**config.mk**
```make
export PLATFORM = sky130hd
export DESIGN_NAME = alu_issue_stage
export DESIGN_NICKNAME = d
export VERILOG_FILES = /design/src/rtl/alu_issue_stage.sv
export SDC_FILE = /design/constraint.sdc
export NUM_CORES = 1
export LEC_CHECK = 0
export ABC_CLOCK_PERIOD_IN_PS = 4430
export BUFFER_PORTS_ARGS = -buffer_cell sky130_fd_sc_hd__clkbuf_2
export CAP_MARGIN = 10
export CORE_MARGIN = 5
export CORE_UTILIZATION = 30
export CTS_CLUSTER_DIAMETER = 40
export DETAILED_ROUTE_END_ITERATION = 7
export HOLD_SLACK_MARGIN = 0.05
export SLEW_MARGIN = 20
export SYNTH_ARGS = -nofsm -noshare
export SYNTH_HDL_FRONTEND = slang
export SYNTH_SLANG_ARGS = --single-unit
export TNS_END_PERCENT = 50
```
**constraint.sdc**
```tcl
create_clock -name i_clk -period 4.43 [get_ports i_clk]
set_input_delay 0.443 -clock i_clk [delete_from_list [all_inputs] [get_ports i_clk]]
set_output_delay 0.443 -clock i_clk [all_outputs]
set_load 0.005 [all_outputs]
```
**src/rtl/alu_issue_stage.sv**
```systemverilog
// rtl/alu_issue_stage.sv - RV32I OP/OP-IMM decode feeding the ALU through a 2-entry skid buffer
module alu_issue_stage #(
  parameter int XLEN       = 32,
  parameter int SKID_DEPTH = 2
) (
  input  logic            i_clk,
  input  logic            i_rst_n,
  input  logic            i_flush,
  input  logic            i_valid,
  output logic            o_ready,
  input  logic [31:0]     i_instr,
  input  logic [XLEN-1:0] i_rs1_data,
  input  logic [XLEN-1:0] i_rs2_data,
  output logic            o_valid,
  input  logic            i_ready,
  output logic [3:0]      o_alu_op,
  output logic [XLEN-1:0] o_op_a,
  output logic [XLEN-1:0] o_op_b,
  output logic [4:0]      o_rd,
  output logic            o_illegal
);

  localparam int W = 1 + 4 + 2 * XLEN + 5;
  localparam logic [6:0] OPC_OP  = 7'b0110011;
  localparam logic [6:0] OPC_IMM = 7'b0010011;
  localparam logic [6:0] F7_ZERO = 7'b0000000;
  localparam logic [6:0] F7_ALT  = 7'b0100000;

  generate
    if (SKID_DEPTH != 2) begin : g_bad_depth
      $error("alu_issue_stage supports SKID_DEPTH == 2 only");
    end
  endgenerate

  function automatic logic [3:0] alu_map(input logic [2:0] f3);
    case (f3)
      3'b000:  alu_map = 4'd0;
      3'b001:  alu_map = 4'd7;
      3'b010:  alu_map = 4'd2;
      3'b011:  alu_map = 4'd3;
      3'b100:  alu_map = 4'd4;
      3'b101:  alu_map = 4'd8;
      3'b110:  alu_map = 4'd5;
      default: alu_map = 4'd6;
    endcase
  endfunction

  logic [6:0]      opcode;
  logic [2:0]      funct3;
  logic [6:0]      funct7;
  logic            dec_illegal;
  logic [3:0]      dec_alu;
  logic [XLEN-1:0] dec_a;
  logic [XLEN-1:0] dec_b;
  logic [4:0]      dec_rd;
  logic [W-1:0]    new_entry;
  logic            unused_rs1_field;

  assign opcode = i_instr[6:0];
  assign funct3 = i_instr[14:12];
  assign funct7 = i_instr[31:25];
  // Operand A comes from read data, so the rs1 field itself is not needed here.
  assign unused_rs1_field = ^i_instr[19:15];

  always_comb begin
    dec_illegal = 1'b0;
    dec_alu     = alu_map(funct3);
    dec_a       = i_rs1_data;
    dec_b       = i_rs2_data;
    dec_rd      = i_instr[11:7];
    if (opcode == OPC_OP) begin
      if (funct3 == 3'b000 || funct3 == 3'b101) begin
        if (funct7 == F7_ALT)       dec_alu = (funct3 == 3'b000) ? 4'd1 : 4'd9;
        else if (funct7 != F7_ZERO) dec_illegal = 1'b1;
      end else if (funct7 != F7_ZERO) begin
        dec_illegal = 1'b1;
      end
    end else if (opcode == OPC_IMM) begin
      if (funct3 == 3'b001 || funct3 == 3'b101) begin
        dec_b = {{(XLEN-5){1'b0}}, i_instr[24:20]};
        if (funct3 == 3'b101 && funct7 == F7_ALT) dec_alu = 4'd9;
        else if (funct7 != F7_ZERO)               dec_illegal = 1'b1;
      end else begin
        dec_b = {{(XLEN-12){i_instr[31]}}, i_instr[31:20]};
      end
    end else begin
      dec_illegal = 1'b1;
    end
    if (dec_illegal) begin
      dec_alu = 4'd0;
      dec_a   = '0;
      dec_b   = '0;
      dec_rd  = 5'd0;
    end
  end

  assign new_entry = {dec_illegal, dec_alu, dec_a, dec_b, dec_rd};

  logic         v0, v1, v0_n, v1_n, ready_q;
  logic [W-1:0] d0, d1, d0_n, d1_n;
  logic         accept, drain;

  assign accept = i_valid & ready_q;
  assign drain  = v0 & i_ready;

  // Entry 0 is the output register; entry 1 only fills when entry 0 is stuck.
  always_comb begin
    v0_n = v0;
    v1_n = v1;
    d0_n = d0;
    d1_n = d1;
    if (i_flush) begin
      v0_n = 1'b0;
      v1_n = 1'b0;
    end else if (v1) begin
      if (drain) begin
        d0_n = d1;
        v1_n = 1'b0;
      end
    end else if (v0) begin
      if (drain && accept) begin
        d0_n = new_entry;
      end else if (drain) begin
        v0_n = 1'b0;
      end else if (accept) begin
        d1_n = new_entry;
        v1_n = 1'b1;
      end
    end else if (accept) begin
      d0_n = new_entry;
      v0_n = 1'b1;
    end
  end

  always_ff @(posedge i_clk or negedge i_rst_n) begin
    if (!i_rst_n) begin
      v0      <= 1'b0;
      v1      <= 1'b0;
      d0      <= '0;
      d1      <= '0;
      ready_q <= 1'b1;
    end else begin
      v0      <= v0_n;
      v1      <= v1_n;
      d0      <= d0_n;
      d1      <= d1_n;
      ready_q <= ~v1_n;
    end
  end

  assign o_ready = ready_q;
  assign o_valid = v0;
  assign {o_illegal, o_alu_op, o_op_a, o_op_b, o_rd} = d0;

endmodule

```
==> flow_summary.toml <==
[routing]
totalWireLength_um = 18100
vias_per_cell = 5.02
post-route-drc-count = 0
drt_iter0_markers = 270
vias = 5178
ant_nets = 0
routedWlPerCell_um = 17.5
drtPass1Iterations = 4

[flow_run]
maxCapViolCount = 0

[logic_synthesis]
ys_async_sr_fraction_pct = 100
syn_area_um2 = 6580
syn-num-nets = 694
syn-mean-instance-area_um2 = 11.1
yosys.area.top_type_share_pct = 57.0
yosys.area.top_type = "dfrtp_1"
synth-seq-cells = 151
synth_warnings = 0
synth-simple-area-share_pct = 7.98
synthMuxAreaShare_pct = 1.18
synth_seq_area_share_pct = 57.4
synthTopCellsByArea = "dfrtp_1, a22o_1, a22oi_1"
synth_edf_count = 0
synth_top_flop_cell = "dfrtp_1"
synth_xor_area_share_pct = 0
synth_compound_area_share_pct = 28.2
syn_inst = 593
synth_top_family_by_area = "compound AO/OA/AOI/OAI gates"
yosys.area_share.adder_pct = 0
synthDistinctLibCells = 38

[critical_path]
startpoint_type = "flip-flop"
required_ns = 4.77
worstPathMaxFanout = 74
critPathArrivalTime_ns = 2.83
crit_path_end_kind = "flip-flop"
r2r_setup_slack_ns = 1.94
critPathKind = "flip-flop to flip-flop"

[clocking]
cts_hold_buf = 0
cts_max_level = 4
clkTransAtPathRegs_ns = 0.06
worstSkewPairLatency_ns = 0.41
post-cts-setup-buffers = 0
cts.sinks = 151
clock_path_buffers = 2
cts_root_buf = "clkbuf_16"
numCtsBuffers = 17
cts_tree = "yes"
cts_resized = 0

[sta]
period_needed_ns = 2.49
drv_slew = 0
rsz0062_at_grt = "false"
slew_headroom_pct = 32.2
period_share_pct = 56.2
worst-slew-pin-transition_ns = 1.02
finClkSkew_ns = 0.00760
hold_viol = 0
setup_violations = 0
tns_ns = 0
fmax_ghz = 0.402
layout_setup_ws_ns = 1.94

[min_path]
min_path_type = "input pin to asynchronous set/reset pin"

[cells_and_area]
drive_above_1_share_pct = 32.1
area.growth.synth_to_final_pct = 25.1
nets = 839
fin_util_pct = 38.0
final_common_cell = "clkbuf_2"
stdcell_area_um2 = 8230
most-common-layout-cells = "clkbuf_2, dfrtp_1, nor2_1"

[floorplan]
fp.coreArea_um2 = 21700
fp.dieArea_um2 = 25000
num_io_pins = 177
die_w_um = 158
start_util_pct = 30.4
die_y_um = 158
num_rows = 54

[power_and_ir_drop]
seq_power_share_pct = 43.8
intPower_mw = 2.74
clockPowerShare_pct = 42.7
p_sw_share_pct = 26.1
p_switching_mw = 0.969
peakVddDrop_mv = 0.161
powerDensity_nw_per_um2 = 451
p_comb_share_pct = 13.4
leakagePower_nw = 3.88

[placement]
numPortBuffers = 171
place_ws_ns = 1.80
place_congestion = 0.722
dp_hpwl_um = 11100
place_area_um2 = 7590

[global_routing]
grt_pass1_wl_um = 28900
antenna_found_initial = 1
grt_usage_pct = 14.6
grt_max_degree = 114
grt_overflow = 0
grt_pass1_vias = 5397

[outcome]
status = "finished, final reports clean"
-- sequential cells by signal, summed over array words and instances, names as in the netlist --
signal	flops
d0	74
d1	74
o_valid	1
o_ready	1
v1	1
-- cell usage after synthesis (10+ instances only) --
master and count:
a22oi_1 61, clkbuf_1 30, dfrtp_1 150, nor2_1 81, a21o_1 21, a22oi_2 10, buf_2 11, a22o_1 71
a21oi_1 78, nand2_1 22, buf_6 12
-- power by group through the flow --
stage / sequential, mW / clock, mW / combinational [mW]
final: 1.63 / 1.59 / 0.498
after global routing: 1.65 / 1.68 / 0.571
after CTS: 1.63 / 1.64 / 0.512
after detailed placement: 1.65 / 0 / 0.510
after global placement: 1.65 / 0 / 0.501
after floorplan: 1.65 / 0 / 0.209
-- metal layers --
layer	up-vias	GRT usage, %	wire, um
li1	2465	-	-
met1	2553	19.8	8500
met2	143	22.9	8230
met3	17	3.91	1090
met4	0	4.51	262
met5	-	0	0
-- critical path: stages (launching register included) --
cell and delay (ns):
dfrtp_2 0.97, nor2_1 0.19, nand3b_1 0.21, buf_4 0.75
a22o_1 0.27
-- kinds of logic after synthesis --
family / after synthesis
and+or+nand+nor: 120
muxes: 7
buffers and inverters: 59
DFF: 151
AOI/OAI and AO/OA: 256
-- path summary, 6_finish.rpt --
path | startpoint | to | cells past startpoint
min in group i_clk | i_flush | o_valid$_DFFE_PN0P_ | 2
max in group asynchronous | i_rst_n | o_ready$_DFF_PN1_ | 2
max reg2reg | v1$_DFF_PN0_ | d1[37]$_DFFE_PN0P_ | 4
max | v1$_DFF_PN0_ | d1[37]$_DFFE_PN0P_ | 4
min reg2reg | d1[69]$_DFFE_PN0P_ | d1[69]$_DFFE_PN0P_ | 2
min | i_rst_n | d0[1]$_DFFE_PN0P_ | 1
-- through the flow --
stage	instances	power (mW)	hold slack, ns
finish	1032	3.71	0.118
global route	1032	3.90	0.196
CTS	1031	3.78	0.158
detailed placement	999	2.16	0.456
global placement	999	2.15	0.451
floorplan	593	1.86	0.147
-- final cells by class --
cell class              count  area [um^2]
inverters                   2         7.51
diodes                      1         2.50
clock buffers              20          457
well taps                 280          350
flip-flops and latches    151         3780
multi-input cells         383         2470
clock inverters            12          186
fillers                  2179        13500
repair buffers            183          977
Power figures use the tool's default switching activity.
